**src/rtl/pwm_cfg_sequencer.sv**
```systemverilog
// PWM configuration sequencer: byte-write register port, enable commit, duty ramp.
// Optional macro PWM_CFG_SYNC_COMMIT_EN: shadow enables committed on period_start.
module pwm_cfg_sequencer #(
    parameter int unsigned RAMP_DIV = 256
) (
    input  logic       clk,
    input  logic       rst_n,
    input  logic       wr_valid,
    output logic       wr_ready,
    input  logic [6:0] wr_addr,
    input  logic [7:0] wr_data,
    input  logic       period_start,
    output logic [7:0] en_reg_out_7_0,
    output logic [7:0] en_reg_out_15_8,
    output logic [7:0] en_reg_pwm_7_0,
    output logic [7:0] en_reg_pwm_15_8,
    output logic [7:0] pwm_duty_cycle,
    output logic       ramp_busy,
    output logic       addr_err
);

    typedef enum logic {
        S_IDLE,
        S_RAMP
    } state_t;

    localparam logic [15:0] PRESC_MAX = 16'(RAMP_DIV - 1);

    state_t          state_q, state_d;
    logic            ready_q, ready_d;
    logic            addr_err_q, addr_err_d;
    logic [7:0]      duty_q, duty_d;
    logic [7:0]      target_q, target_d;
    logic [7:0]      step_q, step_d;
    logic [15:0]     presc_q, presc_d;
    logic [3:0][7:0] act_q, act_d;

    logic            acc;
    logic            wr_duty;
    logic            wr_step;
    logic            wr_en;
    logic            tick;
    logic [7:0]      tgt_eff;
    logic [8:0]      up_sum;
    logic [8:0]      dn_diff;
    logic [7:0]      stepped;

`ifdef PWM_CFG_SYNC_COMMIT_EN
    logic [3:0][7:0] sh_q, sh_d;
`else
    logic            unused_period_start;
    assign unused_period_start = period_start;
`endif

    always_comb begin
        acc     = wr_valid && ready_q;
        wr_en   = acc && (wr_addr < 7'h04);
        wr_duty = acc && (wr_addr == 7'h04);
        wr_step = acc && (wr_addr == 7'h05);
        tick    = (state_q == S_RAMP) && (presc_q == PRESC_MAX);
        // A retarget coinciding with a tick steps toward the new target
        tgt_eff = wr_duty ? wr_data : target_q;
        up_sum  = {1'b0, duty_q} + {1'b0, step_q};
        dn_diff = {1'b0, duty_q} - {1'b0, step_q};
        stepped = duty_q;
        if (duty_q < tgt_eff) begin
            stepped = (up_sum >= {1'b0, tgt_eff}) ? tgt_eff : up_sum[7:0];
        end else if (duty_q > tgt_eff) begin
            stepped = (dn_diff[8] || (dn_diff[7:0] <= tgt_eff)) ?
                      tgt_eff : dn_diff[7:0];
        end
    end

    always_comb begin
        ready_d    = 1'b1;
        addr_err_d = acc && (wr_addr >= 7'h06);
        step_d     = wr_step ? wr_data : step_q;
        act_d      = act_q;
`ifdef PWM_CFG_SYNC_COMMIT_EN
        sh_d = sh_q;
        if (wr_en) begin
            sh_d[wr_addr[1:0]] = wr_data;
        end
        if (period_start) begin
            act_d = sh_d;
        end
`else
        if (wr_en) begin
            act_d[wr_addr[1:0]] = wr_data;
        end
`endif
    end

    always_comb begin
        state_d  = state_q;
        duty_d   = duty_q;
        target_d = wr_duty ? wr_data : target_q;
        presc_d  = presc_q;
        unique case (state_q)
            S_IDLE: begin
                if (wr_duty) begin
                    if (step_q == 8'h00) begin
                        duty_d = wr_data;
                    end else if (wr_data != duty_q) begin
                        state_d = S_RAMP;
                        presc_d = 16'h0000;
                    end
                end
            end
            S_RAMP: begin
                presc_d = tick ? 16'h0000 : presc_q + 16'h0001;
                if (wr_duty && (step_q == 8'h00)) begin
                    duty_d  = wr_data;
                    state_d = S_IDLE;
                end else begin
                    if (tick) begin
                        duty_d = stepped;
                    end
                    state_d = (duty_d == tgt_eff) ? S_IDLE : S_RAMP;
                end
            end
            default: state_d = S_IDLE;
        endcase
    end

    always_ff @(posedge clk or negedge rst_n) begin
        if (!rst_n) begin
            state_q    <= S_IDLE;
            ready_q    <= 1'b0;
            addr_err_q <= 1'b0;
            duty_q     <= 8'h00;
            target_q   <= 8'h00;
            step_q     <= 8'h00;
            presc_q    <= 16'h0000;
            act_q      <= '0;
        end else begin
            state_q    <= state_d;
            ready_q    <= ready_d;
            addr_err_q <= addr_err_d;
            duty_q     <= duty_d;
            target_q   <= target_d;
            step_q     <= step_d;
            presc_q    <= presc_d;
            act_q      <= act_d;
        end
    end

`ifdef PWM_CFG_SYNC_COMMIT_EN
    always_ff @(posedge clk or negedge rst_n) begin
        if (!rst_n) begin
            sh_q <= '0;
        end else begin
            sh_q <= sh_d;
        end
    end
`endif

    assign wr_ready        = ready_q;
    assign addr_err        = addr_err_q;
    assign ramp_busy       = (state_q == S_RAMP);
    assign pwm_duty_cycle  = duty_q;
    assign en_reg_out_7_0  = act_q[0];
    assign en_reg_out_15_8 = act_q[1];
    assign en_reg_pwm_7_0  = act_q[2];
    assign en_reg_pwm_15_8 = act_q[3];

endmodule
```
**config.mk**
```make
export PLATFORM = sky130hd
export DESIGN_NAME = pwm_cfg_sequencer
export DESIGN_NICKNAME = d
export VERILOG_FILES = /design/src/rtl/pwm_cfg_sequencer.sv
export SDC_FILE = /design/constraint.sdc
export NUM_CORES = 1
export LEC_CHECK = 0
export CAP_MARGIN = 0
export CORE_AREA = 5 5 112 83
export DETAILED_ROUTE_END_ITERATION = 10
export DIE_AREA = 0 0 117 88
export DONT_BUFFER_PORTS = 1
export GPL_TIMING_DRIVEN = 0
export PLACE_DENSITY = 0.88
export SLEW_MARGIN = 30
export SYNTH_ARGS = -nofsm -noshare
export SYNTH_HDL_FRONTEND = slang
export SYNTH_SLANG_ARGS = --single-unit
```
**constraint.sdc**
```tcl
create_clock -name clk -period 5.15 [get_ports clk]
set_input_delay 0.2575 -clock clk [delete_from_list [all_inputs] [get_ports clk]]
set_output_delay 0.2575 -clock clk [all_outputs]
set_load 0.005 [all_outputs]
```
== Word-level counts from Yosys, hierarchy flattened ==
Index checks and enable logic that the tools add are counted.
Word-level totals
  flip-flop bits (word level): 75
  bits in latches: 0
  RAM bits: 0
  bits in read-only memories: 0
  input bits: 19
  output and inout bits: 43
  logic and storage cells: 70
  memories: 0
Operators by class
  $add $sub $neg: 3
  multipliers: 0
  divide/modulo/power cells: 0
  order comparisons: 8
  equal/unequal tests: 9
  shifts and indexed selects: 0
  muxes and demuxes: 26
  bitwise logic cells: 1
  reduce and logical (&&, ||, !) cells: 12
Operators by type and width (count)
  two-way mux 8 bit: 12
  two-way mux 16 bit: 4
  bitwise mux 32 bit: 1
  one-hot mux 16 bit (2 select lines): 1
  adder 16 x 1 -> 16 bit (second input constant): 1
  demux 8 bit (select 2 bit): 1
  equality test 16 x 8 -> 1 bit (second input constant): 1
  one-hot mux 8 bit (2 select lines): 1
  equality test 7 x 3 -> 1 bit (second input constant): 2
  adder 8 x 8 -> 9 bit: 1
  greater-or-equal comparator 9 x 8 -> 1 bit: 1
  subtractor 8 x 8 -> 9 bit: 1
  equality test 8 bit: 1
  > comparator 8 bit: 1
  <= comparator 8 bit: 1
  logical AND 1 bit: 8
  logical NOT 8 bit: 1
  less-than comparator 8 bit: 1
  != test 2 bit (second input constant): 4
  != test 8 bit: 1
  greater-or-equal comparator 7 x 3 -> 1 bit (second input constant): 1
  less-than comparator 7 x 3 -> 1 bit (second input constant): 1
  two-way mux 1 bit: 5
  less-than comparator 2 x 3 -> 1 bit (second input constant): 1
  6 further kinds: 6

== Logic depth before layout (Yosys ltp) ==
  depth after elaboration: 15
  gate-level depth with buffers: 21
  gate-level depth less buffers: 19

== Worst setup path before layout ==
No wires, ideal clock.
  path type: input-to-reg
  start: input wr_addr[4]
  end: register state_q (netlist: ramp_busy)
  setup time: 0.119 ns
  data arrival time: 4.169 ns
  required time: 5.031 ns
  setup slack: 0.862 ns
  stages: 15
  buffers on the path: 1
  cells stage by stage: or4_4 > nor4_4 > mux2i_1 > ha_1 > nand2_1 > o211ai_1 > o221ai_1 > or3_1 > clkbuf_1 > and3_1 > or4_4 > mux2i_1 > nand4_1 > nand4b_1 > o21a_1
Between the ends
  word-level cells in the longest chain between the ends: 15
  elaborated cells on any way between the ends: 21
  those cells by class: 4 x order compare; 2 x eq/ne; 12 x mux; 3 x reduce/logical
RTL lines
  from (decl): RTL line 10  | input logic [6:0] wr_addr,
  equality test 7 x 3 -> 1 bit (*): RTL line 58  | wr_duty = acc && (wr_addr == 7'h04);
  logical AND 1 bit (*): RTL line 58
  two-way mux 8 bit
  <= comparator 8 bit: RTL line 69  | stepped = (dn_diff[8] || (dn_diff[7:0] <= tgt_eff)) ?
  logical OR 1 bit: RTL line 69
  two-way mux 8 bit: RTL line 69
  two-way mux 8 bit: RTL line 68  | end else if (duty_q > tgt_eff) begin
  two-way mux 8 bit: RTL line 66  | if (duty_q < tgt_eff) begin
  two-way mux 8 bit: RTL line 116  | if (tick) begin
  two-way mux 8 bit: RTL line 112  | if (wr_duty && (step_q == 8'h00)) begin
  two-way mux 8 bit: RTL line 99  | unique case (state_q)
  equality test 8 bit: RTL line 119  | state_d = (duty_d == tgt_eff) ? S_IDLE : S_RAMP;
  two-way mux 1 bit: RTL line 119
  two-way mux 1 bit: RTL line 112
  one-hot mux 1 bit (2 select lines) (*): RTL line 99
  net state_d: RTL line 29  | state_t state_q, state_d;
  to (signal assigned): RTL line 137  | state_q <= state_d;
  to (decl): RTL line 29
Mark *: on every way through the listed nets, which the timed path passes. The rest lies on a longest branch. The select of a mux whose other input is x is not followed.
A chain may end at the register's enable or synchronous reset.

== Final worst setup path ==
  start: register duty_q[0] (netlist: pwm_duty_cycle[0])
  end: register state_q (netlist: ramp_busy)
Between the ends
  word-level cells in the longest chain between the ends: 13
  elaborated cells on any way between the ends: 22
  those cells by class: 2 x add/sub; 4 x order compare; 2 x eq/ne; 13 x mux; 1 x reduce/logical
RTL lines
  from (decl): RTL line 32  | logic [7:0] duty_q, duty_d;
  from (signal assigned): RTL line 140  | duty_q <= duty_d;
  subtractor 8 x 8 -> 9 bit: RTL line 64  | dn_diff = {1'b0, duty_q} - {1'b0, step_q};
  <= comparator 8 bit: RTL line 69
  logical OR 1 bit: RTL line 69
  two-way mux 8 bit: RTL line 69
  two-way mux 8 bit: RTL line 68
  two-way mux 8 bit: RTL line 66
  two-way mux 8 bit: RTL line 116
  two-way mux 8 bit: RTL line 112
  two-way mux 8 bit: RTL line 99
  equality test 8 bit: RTL line 119
  two-way mux 1 bit: RTL line 119
  two-way mux 1 bit: RTL line 112
  one-hot mux 1 bit (2 select lines) (*): RTL line 99
  net state_d: RTL line 29
Marked as above.

==> impl_metrics.py <==
metrics = {
    "cts": {
        "clockRootBuffer": "clkbuf_16",
        "clockBufferDepth": 2,
        "cts_tree": "built",
        "cts.clk_slew.worst_paths_ns": 0.06,
        "htreeDepth": 3,
        "postCtsSetupBuffers": 0,
        "numCtsBuffers": 9,
        "clk_latency_ns": 0.35,
        "cts.sinks": 75,
    },
    "global_route": {
        "overflow": 0,
        "antenna_found_initial": 0,
        "grtUsageTotal_pct": 30.81,
        "grt_max_degree": 76,
        "grt_pass1_vias": 4543,
        "grt_pass1_wl_um": 24150,
    },
    "floorplanning": {
        "dieArea_sq_um": 10300,
        "die_y_um": 88,
        "start_util_pct": 61.88,
        "num_io_pins": 62,
        "rows": 28,
        "die_w_um": 117,
        "core-area_sq_um": 8128,
    },
    "routing": {
        "wirelength_um": 15210,
        "antenna_left": 0,
        "drc": 0,
        "vias": 4527,
        "via_per_inst": 6.975,
        "wl_per_cell_um": 23.43,
        "first_pass_iters": 5,
        "drt_iter0_drc": 508,
    },
    "sta": {
        "period_share_pct": 96.83,
        "fin_worst_skew_ns": 0.008579,
        "slew_violations": 0,
        "tightest_slew_ns": 1.042,
        "fin_crit_ns": 4.987,
        "fin_ws_ns": 0.1634,
        "slew_headroom_pct": 28.72,
        "setup_viol": 0,
        "hold_slack_ns": 0.04068,
        "fmax_mhz": 200.5,
        "finalHoldViolations": 0,
    },
    "logic_synthesis": {
        "yosys_warnings": 0,
        "netlist_instances": 529,
        "synth-main-ff-cell": "dfrtp_1",
        "synth_edf_count": 0,
        "netlist_area_sq_um": 5030,
        "avgSynthCellArea_sq_um": 9.508,
        "synth_compound_area_share_pct": 17.04,
        "synth.distinct_cells": 59,
        "muxShareOfSynthArea_pct": 10.95,
        "synthSimpleGateAreaFrac_pct": 16.14,
        "synth_top_family_by_area": "compound AO/OA/AOI/OAI gates",
        "synthAdderAreaFrac_pct": 11.00,
        "ys_async_sr_fraction_pct": 100.0,
        "seq_area_frac_synth_pct": 37.31,
        "synth_xor_area_share_pct": 4.179,
        "ys_ff_latch": 75,
        "synthesis.nets": 591,
    },
    "final_layout": {
        "syn2layout_area_growth_pct": 9.801,
        "fin_nets": 602,
        "final_common_cell": "dfrtp_1",
        "drive_gt1_share_pct": 14.34,
        "post-route-util_pct": 67.95,
        "layout_common_cells": "dfrtp_1 (74), o21ai_0 (48), ha_1 (41)",
        "n_antenna_cell": 0,
    },
    "place": {
        "dp_hpwl_um": 10740,
        "pre_cts_slack_ns": -0.04269,
        "routabilityCongestion": 1.013,
        "portBuffers": 0,
    },
    "pwr": {
        "combPwrFrac_pct": 21.2,
        "p_leak_uw": 0.002447,
        "ir_drop_uv": 302.4,
        "switching_share_pct": 31.68,
        "power.density_nw_per_um2": 311.5,
        "p_sw_uw": 545.0,
        "clock_power_share_pct": 37.1,
        "p_int_uw": 1175,
        "p_seq_share_pct": 41.7,
    },
    "worst_setup_path": {
        "crit_fanout": 6,
        "path_buf_inv": 3,
        "cp.required_ns": 5.38,
        "slowest_delay_ns": 0.51,
        "path_class": "flop to flop",
        "start_kind": "flop",
        "critPathSlowestCell": "dfrtp_1",
        "cp_cell_sequence": "inv_1, ha_1, inv_1, fa_1, a211oi_1, o21bai_1, a21oi_1, xnor2_1, ha_1, nand2_1, o211ai_1, o221ai_1, or3_1, clkbuf_1, and3_1, or4_4, mux2i_1, nand4_1, nand4b_1, o21a_1",
        "cp.arrival_ns": 5.22,
        "critPathTopFamily": "simple AND/OR/NAND/NOR gates",
        "crit_path_end_kind": "flop",
    },
    "hold_path": {
        "worst_hold_path_type": "primary input to flop",
    },
    "run_status": {
        "status": "finished clean",
    },
    "run": {
        "maxCapViolCount": 0,
    },
}
synth_stat cells (all sizes together) (2+ instances only):
library cell  count  area, sq um
nand3b            2        15.01
o211ai            3        22.52
nor2b             7        43.79
mux2i            10        100.1
nand2b            7        43.79
or2               2        12.51
o21ba             2        20.02
nor3             13        70.07
mux2             40        450.4
a211oi            5        37.54
xnor2            12        105.1
a211o             3        27.53
o311ai            2        17.52
nor2             34        127.6
o21ai            48        240.2
inv              24        90.09
o31ai             3        22.52
nand4             9        56.30
or4               4        37.53
dfrtp            75         1877
o21a              7        52.55
a21oi            28        143.9
a22o              4        35.03
o31a              4        35.03
nand3            16        80.08
or3               5        32.53
xor2             12        105.1
nor4              8        65.06
a21o              7        52.55
fa                2        40.04
clkbuf           19        71.32
nand2            37        138.9
and3              7        45.05
a31oi            10        62.56
ha               41        513.0
final timing paths:
path                              startpoint  cells after the start           endpoint  slack [ns]
max                        pwm_duty_cycle[0]                     20          ramp_busy        0.16
min                               wr_data[4]                      2          step_q[4]        0.04
max reg2reg                pwm_duty_cycle[0]                     20          ramp_busy        0.16
min reg2reg                      presc_q[15]                      1        presc_q[15]        0.52
max in group asynchronous              rst_n                      2          step_q[6]        4.38
min in group asynchronous              rst_n                      2  pwm_duty_cycle[5]        0.45
state kept, by name (all words and copies together) (netlist names):
name             cells
addr_err             1
en_reg_out_15_8      8
en_reg_out_7_0       8
en_reg_pwm_15_8      8
en_reg_pwm_7_0       8
presc_q             16
pwm_duty_cycle       8
ramp_busy            1
step_q               8
target_q             8
wr_ready             1
per-stage QoR:
| step | TNS [ns] | total power (uW) | cells | instance area [sq um] |
|---|---|---|---|---|
| detailed placement | -0.04269 | 1047 | 634 | 5171 |
| CTS | 0 | 1700 | 651 | 5510 |
| global route | -0.03993 | 1792 | 649 | 5523 |
| finish | 0 | 1720 | 649 | 5523 |
| global placement | 0 | 1020 | 634 | 5161 |
| floorplan | 0 | 950.6 | 529 | 5030 |
per-layer routing:
| layer | up-vias | wire length [um] | track usage [%] |
|---|---|---|---|
| li1 | 1956 | - | - |
| met1 | 2180 | 5993 | 41.66 |
| met2 | 323 | 6871 | 46.72 |
| met3 | 68 | 1894 | 11.95 |
| met4 | 0 | 449 | 8.229 |
| met5 | - | 0 | 0 |
cell families (layout without fill, tap and decap cells):
logic type / count (synthesis) / after routing
muxes: 50 / 50
AOI/OAI and AO/OA: 136 / 136
DFF: 75 / 75
xor gates and xnor gates: 24 / 24
adders and majority gates: 43 / 43
buffers and inverters: 44 / 59
and+or+nand+nor: 156 / 156
other: 1 / 1
worst register-to-register path: stages, from the launching register on:
cell      delay, ns
dfrtp_1        0.51
inv_1          0.21
ha_1           0.21
inv_1          0.06
fa_1           0.42
a211oi_1       0.25
o21bai_1       0.15
a21oi_1        0.20
xnor2_1        0.16
ha_1           0.34
nand2_1        0.08
o211ai_1       0.21
o221ai_1       0.23
or3_1          0.36
clkbuf_1       0.16
and3_1         0.19
or4_4          0.49
mux2i_1        0.17
nand4_1        0.09
nand4b_1       0.19
o21a_1         0.20
layout make-up:
class / count / area [sq um]
Inverter: 25 / 95.09
Clock buffer: 10 / 239.0
Buffer: 17 / 63.81
Timing Repair Buffer: 2 / 37.54
Multi-Input combinational cell: 410 / 3015
Tap cell: 105 / 131.4
Clock inverter: 5 / 62.56
Sequential cell: 75 / 1878
Fill cell: 604 / 2605
power by group through the flow:
stage | clock [uW] | combinational (uW) | sequential, uW
floorplan | 0 | 249 | 702
global placement | 0 | 305 | 715
detailed placement | 0 | 326 | 721
CTS | 638 | 349 | 713
global route | 671 | 398 | 723
finish | 639 | 365 | 717
timing repair:
action	4_1_cts	5_1_grt
endpoints found under the hold margin	75	0
resized for setup	0	4
endpoints found under the setup margin	0	1
hold buffers	2	0
No activity file was read; power rests on OpenSTA's default activity.
